### config.mk
export PLATFORM = sky130hd
export DESIGN_NAME = bcd_step_display
export DESIGN_NICKNAME = d
export VERILOG_FILES = /design/src/rtl/display_pkg.sv /design/src/rtl/bcd_digit.sv /design/src/rtl/bcd_step_display.sv
export SDC_FILE = /design/constraint.sdc
export NUM_CORES = 1
export LEC_CHECK = 0
export CAP_MARGIN = 30
export CORE_MARGIN = 4
export CORE_UTILIZATION = 57
export DETAILED_ROUTE_END_ITERATION = 8
export GPL_TIMING_DRIVEN = 0
export PLACE_DENSITY_LB_ADDON = 0.25
export SYNTH_ARGS = -nofsm -noshare
export SYNTH_HDL_FRONTEND = slang
export SYNTH_SLANG_ARGS = --single-unit
### constraint.sdc
create_clock -name clock -period 3.26 [get_ports clock]
set_input_delay 0.489 -clock clock [delete_from_list [all_inputs] [get_ports clock]]
set_output_delay 0.489 -clock clock [all_outputs]
set_load 0.01 [all_outputs]
### src/rtl/display_pkg.sv
`default_nettype none
// ============================================================================
// Module   : display_pkg
// Purpose  : BCD digit width, active-low 7-segment codes and the digit decoder
// Revision : 1.0
// ============================================================================
package display_pkg;

    localparam int BCD_W = 4;

    // Bit order {g,f,e,d,c,b,a}, a lit segment is 0
    localparam logic [6:0] SEG_0   = 7'h40;
    localparam logic [6:0] SEG_1   = 7'h79;
    localparam logic [6:0] SEG_2   = 7'h24;
    localparam logic [6:0] SEG_3   = 7'h30;
    localparam logic [6:0] SEG_4   = 7'h19;
    localparam logic [6:0] SEG_5   = 7'h12;
    localparam logic [6:0] SEG_6   = 7'h02;
    localparam logic [6:0] SEG_7   = 7'h78;
    localparam logic [6:0] SEG_8   = 7'h00;
    localparam logic [6:0] SEG_9   = 7'h10;
    localparam logic [6:0] SEG_OFF = 7'h7F;

    function automatic logic [6:0] seg_decode(input logic [BCD_W-1:0] d);
        logic [6:0] s;
        case (d)
            4'd0:    s = SEG_0;
            4'd1:    s = SEG_1;
            4'd2:    s = SEG_2;
            4'd3:    s = SEG_3;
            4'd4:    s = SEG_4;
            4'd5:    s = SEG_5;
            4'd6:    s = SEG_6;
            4'd7:    s = SEG_7;
            4'd8:    s = SEG_8;
            4'd9:    s = SEG_9;
            default: s = SEG_OFF;
        endcase
        return s;
    endfunction

endpackage
`default_nettype wire

### src/rtl/bcd_digit.sv
`default_nettype none
// ============================================================================
// Module   : bcd_digit
// Purpose  : One BCD digit register with step-in and carry/borrow-out
// Revision : 1.0
// ============================================================================
module bcd_digit
    import display_pkg::*;
(
    input  logic             clock,
    input  logic             reset,
    input  logic             clear,
    input  logic             step,
    input  logic             up,
    output logic [BCD_W-1:0] digit,
    output logic             carry
);

    logic [BCD_W-1:0] digit_q;
    logic [BCD_W-1:0] digit_d;

    always_comb begin
        digit_d = digit_q;
        if (clear) begin
            digit_d = '0;
        end else if (step) begin
            if (up) begin
                // >= so an out-of-range value recovers to zero instead of counting on
                digit_d = (digit_q >= 4'd9) ? 4'd0 : digit_q + 4'd1;
            end else begin
                digit_d = (digit_q == 4'd0) ? 4'd9 : digit_q - 4'd1;
            end
        end
    end

    always_ff @(posedge clock or negedge reset) begin
        if (!reset) begin
            digit_q <= '0;
        end else begin
            digit_q <= digit_d;
        end
    end

    assign digit = digit_q;
    assign carry = step & (up ? (digit_q == 4'd9) : (digit_q == 4'd0));

endmodule
`default_nettype wire

### src/rtl/bcd_step_display.sv
`default_nettype none
// ============================================================================
// Module   : bcd_step_display
// Purpose  : Strobed up/down BCD counter with wrap flag and registered HEX drive
// Revision : 1.0
// ============================================================================
module bcd_step_display
    import display_pkg::*;
#(
    parameter int DIGITS   = 4,
    parameter int BLANK_LZ = 0
) (
    input  logic                  clock,
    input  logic                  reset,
    input  logic                  enable,
    input  logic                  up,
    input  logic                  hold,
    input  logic                  clear,
    output logic [4*DIGITS-1:0]   count,
    output logic                  wrap,
    output logic [7*DIGITS-1:0]   hex
);

    function automatic logic [7*DIGITS-1:0] reset_hex();
        logic [7*DIGITS-1:0] r;
        for (int i = 0; i < DIGITS; i++) begin
            r[7*i +: 7] = (BLANK_LZ != 0 && i > 0) ? SEG_OFF : SEG_0;
        end
        return r;
    endfunction

    localparam logic [7*DIGITS-1:0] HEX_RST = reset_hex();

    logic                 step0;
    logic [DIGITS-1:0]    digit_step;
    logic [DIGITS-1:0]    carry;

    logic                 wrap_q;
    logic                 wrap_d;
    logic [7*DIGITS-1:0]  hex_q;
    logic [7*DIGITS-1:0]  hex_d;

    logic [BCD_W-1:0]     dig;
    logic [6:0]           seg;
    logic                 higher_nz;

    // clear and hold both suppress the strobe, so no carry ripples either
    assign step0 = enable & ~hold & ~clear;

    generate
        for (genvar i = 0; i < DIGITS; i++) begin : g_digit
            if (i == 0) begin : g_lsd
                assign digit_step[i] = step0;
            end else begin : g_chain
                assign digit_step[i] = carry[i-1];
            end

            bcd_digit u_digit (
                .clock (clock),
                .reset (reset),
                .clear (clear),
                .step  (digit_step[i]),
                .up    (up),
                .digit (count[BCD_W*i +: BCD_W]),
                .carry (carry[i])
            );
        end
    endgenerate

    // Carry out of the top digit means the whole counter rolled over
    assign wrap_d = carry[DIGITS-1];

    always_comb begin
        hex_d     = '0;
        dig       = '0;
        seg       = SEG_OFF;
        higher_nz = 1'b0;
        for (int i = DIGITS - 1; i >= 0; i--) begin
            dig = count[BCD_W*i +: BCD_W];
            seg = seg_decode(dig);
            if (BLANK_LZ != 0 && i > 0 && !higher_nz && dig == '0) begin
                seg = SEG_OFF;
            end
            higher_nz = higher_nz | (dig != '0);
            hex_d[7*i +: 7] = seg;
        end
    end

    always_ff @(posedge clock or negedge reset) begin
        if (!reset) begin
            wrap_q <= 1'b0;
            hex_q  <= HEX_RST;
        end else begin
            wrap_q <= wrap_d;
            hex_q  <= hex_d;
        end
    end

    assign wrap = wrap_q;
    assign hex  = hex_q;

endmodule
`default_nettype wire

# Word-level counts from Yosys, hierarchy flattened
# Memories as Yosys holds them, arrays and structs flattened. A register that Yosys moved wholly into a read port is not among the register bits.
# Cells that the tools add are included.
# word_totals
ff_bits	17
romBits	448
in_bits	6
out_inout_bits	45
word_cells	69
memories	4
# classes
add_sub_neg	8
order_cmp	4
n_eq_ne	4
mux	24
bitwise_logic	8
n_reduce_logical	12
# mem_list
memory	words	width	read_ports	rd_ports_with_merged_regs	wr	line_no	rtl
(no name shown)	16	7	1	1	0	display_pkg.sv:26	case (d)
(no name shown)	16	7	1	1	0	display_pkg.sv:26	
(no name shown)	16	7	1	1	0	display_pkg.sv:26	
(no name shown)	16	7	1	1	0	display_pkg.sv:26	
# ops
operator	count
2-to-1 mux 4 bit	20
adder 4 x 1 -> 4 bit (second input constant)	4
equality test 4 bit (second input constant)	4
>= comparator 4 bit (second input constant)	4
zero test 4 bit	4
subtractor 4 x 1 -> 4 bit (second input constant)	4
nonzero test 2 bit	4
bitwise AND 1 bit	6
zero test 1 bit	4
2-to-1 mux 1 bit	4
NOT 1 bit	2

# Longest topological paths before layout
# Gate-level depths: netlist of run 1.
# depth
depth_word	8
ltp_mapped	8
depth_no_buf	6

# Hierarchy
# Synthesis of run 1 repeated with hierarchy kept, for this count alone.
# unflattened
cells_unflattened	340
area_unflattened_um2	3045.4
# modules_own_cells
module	instances	cells_each	area_per_inst_um2	seq_area_each_um2
bcd_step_display	1	156	1539.0	730.7
bcd_digit	4	46	376.6	100.1

# Least setup slack after synthesis of run 1
# No wires, ideal clock.
# synth_path
kind	reg2reg
startpoint	register g_digit[0].u_digit.digit_q[1]
endpoint	register g_digit[1].u_digit.digit_q[2]
setup_ns	0.083
t_arrival_ns	2.073
t_required_ns	3.177
setup_slack_ns	1.105
path_stages_with_launch	7
n_path_buf	0
synth_period_minus_slack_ns	2.155
path_cell_list	dfrtp_1 inv_1 ha_1 or3b_2 a21oi_2 mux2_2 o21ai_0
# synth_via
elab_chain_len	4
word_cells_on_any_way	5
classes_between	eq/ne: 1; mux: 1; bitwise: 1; reduce/logical: 2
# synth_lines
item	line_no	rtl
start, declared	bcd_digit.sv:19	logic [BCD_W-1:0] digit_q;
start signal, assigned	bcd_digit.sv:40	digit_q <= digit_d;
equality test 4 bit / zero test 4 bit (equally long branches)	bcd_digit.sv:45	assign carry = step & (up ? (digit_q == 4'd9) : (digit_q == 4'd0));
2-to-1 mux 1 bit *	bcd_digit.sv:45	
bitwise AND 1 bit *	bcd_digit.sv:45	
nonzero test 2 bit (no line) *	n/a	
end signal, assigned	bcd_digit.sv:40	
end, declared	bcd_digit.sv:19	
# Mark *: on every way between the ends. The rest lies on a longest branch, timed or not.
# A chain may end at the register's enable or synchronous reset.

# Final worst setup path of run 1
# Ends and elaborated chain as after synthesis.

==> run_results.csv, run 1 <==
group,metric,value,unit
run_status,status,"completed",
synthesis,yosysSeqAreaShare,0.3908,
layout,layout-drive-gt1-share,0.09574,
synthesis,ys.flop_type,"dfrtp_1",
critical_path,crit_required,3480,ps
clock_tree,cts_tree,"yes",
route,drt-vias-per-instance,5.941,
global_route,grt_pass1_wl,11510,µm
timing,rsz0062_at_grt,"no",
global_route,overflow,0,
min_path,hold_path_class,"input port to asynchronous set/reset pin",
clock_tree,cts_resized,0,
route,drt_iter0_markers,232,
timing,fmaxAchievable,413.4,MHz
synthesis,syn-cell-area,2894,µm²
die,rows,25,
synthesis,synth_top_area_cell,"dfrtp_1",
place,dpl.hpwl,4904,µm
layout,n_antenna_cell,0,
synthesis,syn_inst,317,
critical_path,critPathLaunchType,"flop",
place,numPortBuffers,50,
synthesis,ys_seq_elements,45,
place,gp_congestion,0.8907,
synthesis,avgSynthCellArea,9.129,µm²
timing,final_max_slew_viol_count,0,
timing,slew_headroom,0.6528,
synthesis,async_reset_ff_frac,1.000,
timing,worst_pin_slew,520.8,ps
die,core_region_area,4817,µm²
synthesis,synth_most_common_cell,"dfrtp_1",
run,drv_cap,0,
synthesis,syn-num-nets,347,
timing,finalCritPeriodShare,0.7420,
synthesis,ys_types,57,
layout,final_area,3595,µm²
route,dr.pass1.iters,4,
layout,areaGrowthSynthToFinish,24.21,%
route,drc,0,
clock_tree,cts_hold_buffers,0,
global_route,grt_pass1_vias,2546,
power_and_ir_drop,powerDensity,361.0,nW/µm²
global_route,antenna_found_initial,0,
die,initial_core_util,0.6008,
die,ioPinCount,51,
clock_tree,clkLatencyLatePin,300,ps
clock_tree,cts_setup_buffers,0,
power_and_ir_drop,finalPower,1.298,mW
route,num_vias,2632,
synthesis,synth_top_area_frac,0.3545,
critical_path,crit_type,"flop to flop",
global_route,grtUsageTotal,0.2258,
die,dieHeight,79.26,µm
clock_tree,htree_levels,2,
route,routedWlPerCell,15.22,µm
die,die_w,79.26,µm
global_route,grt_max_degree,29,
synthesis,synth_area_leaders,"dfrtp_1 35%, ha_1 10%, a21oi_1 6.2%",
critical_path,critPathMaxFanout,8,
power_and_ir_drop,ir_drop,0.2316,mV
clock_tree,cts_sinks,45,
layout,final_nets,405,
synthesis,yosys-top-cells-count,"41 x dfrtp_1, 36 x a21oi_1, 26 x nor2_1",
timing,setup_viol,0,
power_and_ir_drop,leakage,1.582,nW
die,die_area,6281,µm²
route,wl,6743,µm
place,placed_cell_area,3493,µm²
route,antenna_left,0,
clock_tree,root_buffer,"clkbuf_8",
synthesis,synth_edf_count,0,
critical_path,crit_path_end_kind,"flop",
timing,skew,6.529,ps
clock_tree,clockBufferDepth,2,
synthesis,yosysWarnings,0,
timing,finalSetupTns,0,ps
critical_path,critPathArrivalTime,2640,ps
timing,finalHoldViolCount,0,
critical_path,rrSetupSlack,840,ps
timing,timing.final.crit_period,2419,ps
clock_tree,numCtsBuffers,5,
clock_tree,clkTransAtPathRegs,90,ps
power breakdown:
| part | switching (mW) | total [mW] | internal (mW) |
|---|---|---|---|
| logic | 0.158 | 0.303 | 0.145 |
| registers | 0.0197 | 0.614 | 0.594 |
| clock network | 0.189 | 0.381 | 0.192 |
placed cells by master (no fill, tap or decap), drive strengths merged, types with 3 or more instances in the layout:
cell type      synthesis  routed
a21oi                 37      37
a31oi                 12      12
and3                   3       3
buf                    3       5
clkbuf                14      21
clkdlybuf4s50          0      49
dfrtp                 41      41
dfstp                  4       4
ha                    24      24
inv                   18      18
mux2i                  4       4
nand2                 20      20
nand2b                 9       9
nand3                  7       7
nor2                  26      26
nor3                  11      11
nor3b                  6       6
o21ai                 21      21
o21bai                 3       3
o31ai                  3       3
or2                    4       4
or3b                   5       5
xor2                   3       3
path summary, 6_finish.rpt:
kind	startpoint	endpoint	cells after the start
worst max-delay path	g_digit[0].u_digit.digit[1]$_DFFE_PN0P_	g_digit[1].u_digit.digit[2]$_DFFE_PN0P_	6
worst min-delay path	reset	hex[1]$_DFF_PN0_	1
worst max register to register	g_digit[0].u_digit.digit[1]$_DFFE_PN0P_	g_digit[1].u_digit.digit[2]$_DFFE_PN0P_	6
worst min register to register	g_digit[0].u_digit.digit[1]$_DFFE_PN0P_	g_digit[0].u_digit.digit[1]$_DFFE_PN0P_	2
max in group asynchronous	reset	hex[13]$_DFF_PN1_	2
min in group clock	g_digit[0].u_digit.digit[1]$_DFFE_PN0P_	g_digit[0].u_digit.digit[1]$_DFFE_PN0P_	2
layer usage:
layer	track usage	wire [µm]	vias up
li1	-	-	1259
met1	0.2875	2875	1271
met2	0.3822	3394	98
met3	0.04422	427	4
met4	0.07904	45	0
met5	0	0	-
stage by stage:
step | utilization | setup slack, ps | cells | hold WS (ps)
finish | 0.7462 | 841.1 | 443 | 119.3
CTS | 0.7462 | 848.0 | 443 | 127.9
global placement | 0.7221 | 509.9 | 434 | 681.0
global route | 0.7462 | 652.4 | 443 | 142.9
floorplan | - | 1105 | 317 | 193.4
detailed placement | 0.7252 | 749.4 | 435 | 457.6
cell families (layout without fill, tap and decap cells):
logic type | after synthesis | in the layout | synth area share
and+or+nand+nor | 102 | 102 | 0.1863
AOI/OAI and AO/OA | 101 | 101 | 0.2235
DFF | 45 | 45 | 0.3908
buffers and inverters | 36 | 95 | 0.06096
adders and majority gates | 24 | 24 | 0.1038
muxes | 6 | 6 | 0.02551
xor gates and xnor gates | 3 | 3 | 0.009081
sequential cells by signal, indices dropped and copies added, names as in the netlist:
register               flops
g_digit.u_digit.digit     16
hex                       28
wrap                       1
critical path, stage by stage (launching register included):
cell and delay, ps:
dfrtp_1 470, inv_1 210, ha_1 260, or3b_2 480, a21oi_2 380, mux2_2 380, o21ai_0 140
layout make-up:
class	count	area, µm²
Tap cell	67	83.83
Timing Repair Buffer	51	515.5
Clock inverter	1	5.005
Multi-Input combinational cell	236	1587
Sequential cell	45	1131
Fill cell	379	1222
Buffer	17	105.1
Inverter	19	71.32
Clock buffer	7	96.34
Note: power is estimated with default switching activity, not from simulation.
==> inputs of run 2 (changes only) <==
Settings changed: CORE_UTILIZATION 57 to 48.
Clock period 3.26 ns to 2.1 ns, I/O delays scaled along.
==> run 2 against run 1 <==
Maximum frequency is 21% higher. First-iteration DRC count is 42% lower. Global-route usage is 3.0 points lower. Power is 59% higher. Worst hold slack better by 370 ps. Highest routed layer unchanged. Critical path depth stayed put. Largest power group unchanged. Clock power is 54% higher.
==> run_results.csv, run 2 (synthesis gave the netlist of run 1 again) <==
group,metric,value,unit
global_route,grt_max_degree,29,
timing,setup_ws,97.58,ps
route,wl_met1,3113,µm
place,dpl.hpwl,5006,µm
layout,stdcell_count,464,
route,wl,6965,µm
timing,timing.final.crit_period,2002,ps
global_route,antenna_found_initial,0,
critical_path,reg2reg_from,"g_digit[1].u_digit.digit[1]$_DFFE_PN0P_",
timing,finalSetupTns,0,ps
critical_path,crit_type,"flop to flop",
global_route,grt_pass1_wl,11660,µm
layout,final_area,3781,µm²
timing,final_max_slew_viol_count,0,
die,initial_core_util,0.4917,
layout,final_nets,418,
timing,finalCritPeriodShare,0.9535,
route,antenna_left,0,
power_and_ir_drop,powerDensity,545.1,nW/µm²
layout,n_antenna_cell,0,
run_status,status,"completed",
timing,skew,10.51,ps
critical_path,critPathLaunchType,"flop",
clock_tree,numCtsBuffers,5,
route,routedWlPerCell,15.01,µm
global_route,grtUsageTotal,0.1956,
critical_path,rr_worst_depth,6,
clock_tree,cts_sinks,45,
min_path,hold_path_class,"input port to asynchronous set/reset pin",
timing,worst_pin_slew,629.9,ps
clock_tree,clkLatencyLatePin,290,ps
route,dr.pass1.iters,4,
route,drt-vias-per-instance,5.784,
route,wl_met2,3341,µm
layout,layout-drive-gt1-share,0.1748,
die,die_w,85.65,µm
clock_tree,cts_tree,"yes",
die,dieHeight,85.65,µm
route,drc,0,
die,ioPinCount,51,
place,gp_congestion,0.9280,
die,die_area,7336,µm²
die,core_region_area,5886,µm²
layout,final_common_cell,"clkdlybuf4s50_1",
critical_path,regToRegEndpoint,"g_digit[1].u_digit.digit[2]$_DFFE_PN0P_",
critical_path,critPathArrivalTime,2230,ps
timing,fmaxAchievable,499.4,MHz
timing,holdWs,489.5,ps
route,drt_iter0_markers,135,
layout,largest_reg_flops,28,
global_route,overflow,0,
place,place_inst,443,
clock_tree,clockBufferDepth,2,
layout,areaGrowthSynthToFinish,30.65,%
clock_tree,htree_levels,2,
place,pre_cts_ws,-168.1,ps
die,rows,28,
route,route.met3.wl,374,µm
critical_path,crit_required,2320,ps
timing,slew_headroom,0.5742,
critical_path,crit_path_end_kind,"flop",
critical_path,critPathMaxFanout,9,
route,highest_layer,"met4",
timing,setup_viol,0,
route,num_vias,2684,
layout,mostFrequentLayoutCells,"49 x clkdlybuf4s50_1, 36 x dfrtp_1, 35 x a21oi_1, 26 x nor2_1, 21 x o21ai_0",
timing,finalHoldViolCount,0,
place,placed_cell_area,3511,µm²
run,drv_cap,0,
clock_tree,clkTransAtPathRegs,90,ps
power_and_ir_drop,leakage,1.661,nW
global_route,grt_pass1_vias,2431,
place,numPortBuffers,50,
critical_path,rrSetupSlack,100,ps
power_and_ir_drop,ir_drop,0.2886,mV
clock_tree,root_buffer,"clkbuf_8",
-- run 2: worst max-delay path by stage --
stage | start | depth (start not counted) | endpoint | slack, ps
3_5_place_dp | g_digit[0].u_digit.digit[1]$_DFFE_PN0P_ | 6 | g_digit[1].u_digit.digit[2]$_DFFE_PN0P_ | -170
5_1_grt | g_digit[0].u_digit.digit[0]$_DFFE_PN0P_ | 7 | g_digit[1].u_digit.digit[0]$_DFFE_PN0P_ | -20
6_report | g_digit[1].u_digit.digit[1]$_DFFE_PN0P_ | 6 | g_digit[1].u_digit.digit[2]$_DFFE_PN0P_ | 100
2_1_floorplan | g_digit[0].u_digit.digit[1]$_DFFE_PN0P_ | 6 | g_digit[1].u_digit.digit[2]$_DFFE_PN0P_ | 3
4_1_cts | g_digit[0].u_digit.digit[1]$_DFFE_PN0P_ | 6 | g_digit[1].u_digit.digit[2]$_DFFE_PN0P_ | 2
3_3_place_gp | reset | 1 | hex[9]$_DFF_PN0_ | -510
-- run 2: per-stage QoR --
| stage | util | power (mW) |
|---|---|---|
| after floorplan | - | 1.236 |
| after global placement | 0.5940 | 1.430 |
| after detailed placement | 0.5965 | 1.443 |
| after CTS | 0.6263 | 2.050 |
| after global routing | 0.6424 | 2.179 |
| final | 0.6424 | 2.061 |
-- run 2: power by group --
part	leakage [nW]	internal [mW]	switching, mW	total [mW]
Clock	0.0542	0.298	0.289	0.587
Combinational	1.01	0.259	0.264	0.524
Sequential	0.593	0.924	0.0270	0.951
Total	1.66	1.48	0.580	2.06
-- run 2: what timing repair did --
action                     in CTS  in global routing
buffers inserted                6                  6
hold endpoints to repair       16                  0
hold buffers                    1                  0
gates resized for setup        12                 14
setup endpoints to repair      12                 11
pin swaps                       1                  1
-- run 2: area by class of cell --
class | instances | area, µm²
fillers | 491 | 2105
plain buffers | 17 | 108.9
clock buffers | 7 | 96.34
clock inverters | 1 | 5.005
inverters | 19 | 71.32
well taps | 75 | 93.84
flip-flops and latches | 45 | 1137
multi-input cells | 236 | 1653
repair buffers | 64 | 615.6
-- run 2: routing by layer --
metal	vias up	track usage
li1	1285	-
met1	1296	0.2575
met2	89	0.3298
met3	14	0.02978
met4	0	0.06475
met5	-	0
-- run 2: critical path, stage by stage (launching register included) --
cell	delay [ps]
dfrtp_2	480
inv_2	110
ha_1	250
or3b_1	410
a211o_1	300
mux2_2	250
o21ai_0	130
==> inputs of run 3 (changes only) <==
Settings changed: GPL_TIMING_DRIVEN 0 to default, SKIP_LAST_GASP from default to 1.
==> run 3 against run 2 <==
Routed wire length down 0.56%. Worst hold slack worse by 390 ps. First-iteration DRC count up 24%. Critical path type unchanged. Highest routed layer unchanged. Final area decreased by 0.76%.
==> run_results.csv, run 3 (synthesis gave the netlist of run 1 again) <==
group,metric,value,unit
run_status,status,"completed",
die,die_area,7336,µm²
global_route,grt_pass1_vias,2646,
critical_path,rr_worst_depth,6,
clock_tree,cts_tree,"yes",
clock_tree,cts_setup_buffers,0,
die,initial_core_util,0.4917,
clock_tree,cts_hold_buffers,0,
die,rows,28,
timing,rsz0062_at_grt,"no",
place,numPortBuffers,50,
layout,areaGrowthSynthToFinish,29.66,%
layout,fillCellCount,501,
critical_path,crit_path_end_kind,"flop",
critical_path,cp_slowest_stage_delay,440,ps
clock_tree,clkTransAtPathRegs,90,ps
place,gp_congestion,0.8328,
global_route,grt_max_degree,46,
layout,final_common_cell,"clkdlybuf4s50_1",
global_route,antenna_found_initial,0,
critical_path,cp_cell_sequence,"inv_1 > ha_1 > or3b_1 > a211o_1 > mux2_2 > o21ai_0",
timing,skew,2.851,ps
die,ioPinCount,51,
clock_tree,root_buffer,"clkbuf_8",
route,antenna_left,0,
layout,mostFrequentLayoutCells,"49 x clkdlybuf4s50_1, 40 x dfrtp_1, 36 x buf_4, 35 x a21oi_1, 26 x nor2_1",
layout,layout-drive-gt1-share,0.1726,
power_and_ir_drop,ir_drop,0.2841,mV
layout,final_nets,423,
timing,timing.final.crit_period,1977,ps
route,num_vias,2687,
die,core_region_area,5886,µm²
route,drt_iter0_markers,168,
global_route,grt_pass1_wl,11910,µm
critical_path,critPathLaunchType,"flop",
power_and_ir_drop,powerDensity,531.8,nW/µm²
die,die_w,85.65,µm
layout,stdcell_count,469,
timing,finalSetupTns,0,ps
critical_path,crit_type,"flop to flop",
critical_path,slowest_stage,"dfrtp_1",
layout,largest_reg_flops,28,
timing,finalCritPeriodShare,0.9414,
run,drv_cap,0,
clock_tree,cts_sinks,45,
route,drt-vias-per-instance,5.729,
layout,n_antenna_cell,0,
clock_tree,numCtsBuffers,5,
critical_path,critPathArrivalTime,2180,ps
global_route,overflow,0,
min_path,hold_path_class,"input port to asynchronous set/reset pin",
global_route,grtUsageTotal,0.1970,
place,dpl.hpwl,5101,µm
place,place_inst,461,
timing,finalHoldViolCount,0,
timing,holdWs,96.27,ps
route,routedWlPerCell,14.77,µm
timing,fmaxAchievable,505.8,MHz
timing,worst_pin_slew,568.2,ps
power_and_ir_drop,leakage,1.689,nW
timing,setup_viol,0,
clock_tree,clockBufferDepth,2,
timing,slew_headroom,0.6212,
critical_path,critPathMaxFanout,5,
critical_path,crit_required,2310,ps
route,drc,0,
clock_tree,htree_levels,2,
route,wl,6926,µm
timing,final_max_slew_viol_count,0,
layout,final_util,0.6375,
route,dr.pass1.iters,5,
die,dieHeight,85.65,µm
clock_tree,clkLatencyLatePin,290,ps
run 3: changes by cell type in the layout (fill, tap and decap cells not counted), sizes merged:
cell and delta:
buf +20, clkbuf -13, clkinv -1, dlygate4sd3 -1
run 3: cell type report:
| class | count | area, µm² | share of cell area |
|---|---|---|---|
| Clock buffer | 8 | 80.08 | 0.02134 |
| Inverter | 19 | 71.32 | 0.01901 |
| Multi-Input combinational cell | 236 | 1609 | 0.4288 |
| Sequential cell | 45 | 1132 | 0.3018 |
| Tap cell | 75 | 93.84 | 0.02501 |
| Timing Repair Buffer | 86 | 765.7 | 0.2041 |
run 3: routing by layer:
metal | track usage | up-vias | routed length [µm]
li1 | - | 1298 | -
met1 | 0.2422 | 1303 | 3010
met2 | 0.3475 | 74 | 3478
met3 | 0.03842 | 12 | 337
met4 | 0.06187 | 0 | 100
met5 | 0 | - | 0
run 3: where the power goes:
part | total (mW) | switching (mW) | internal, mW
registers | 0.943 | 0.0202 | 0.923
logic | 0.516 | 0.261 | 0.256
clock network | 0.536 | 0.299 | 0.237
total | 2.00 | 0.580 | 1.42
run 3: path summary, 6_finish.rpt:
| kind | start | slack, ps | end |
|---|---|---|---|
| max in group asynchronous | reset | 1590 | g_digit[3].u_digit.digit[0]$_DFFE_PN0P_ |
| hold reg to reg | g_digit[3].u_digit.digit[1]$_DFFE_PN0P_ | 620 | hex[22]$_DFF_PN0_ |
| hold / removal | reset | 100 | hex[18]$_DFF_PN0_ |
| setup reg to reg | g_digit[1].u_digit.digit[0]$_DFFE_PN0P_ | 120 | g_digit[1].u_digit.digit[2]$_DFFE_PN0P_ |
| setup / recovery | g_digit[1].u_digit.digit[0]$_DFFE_PN0P_ | 120 | g_digit[1].u_digit.digit[2]$_DFFE_PN0P_ |
| min in group clock | g_digit[3].u_digit.digit[1]$_DFFE_PN0P_ | 620 | hex[22]$_DFF_PN0_ |
run 3: stage by stage:
step	setup WS [ps]	power (mW)	cell area [µm²]
floorplan	2.724	1.236	2902
global placement	-86.68	1.465	3656
detailed placement	-144.2	1.474	3656
CTS	27.75	2.007	3740
global route	12.54	2.106	3752
finish	123.0	1.996	3752
run 3: repair_timing:
action | 4_1_cts | 5_1_grt
setup endpoints to repair | 1 | 6
pin swaps | 0 | 1
resized for setup | 1 | 5
run 3: critical path: cells and delay by family, from the launching register on:
kind                     cells  cell delay (ps)
AO/OA/AOI/OAI                2              490
AND/OR/NAND/NOR              1              400
buffers and inverters        1              130
flip-flops                   1              440
adder cells (fa/ha/maj)      1              190
multiplexers                 1              250
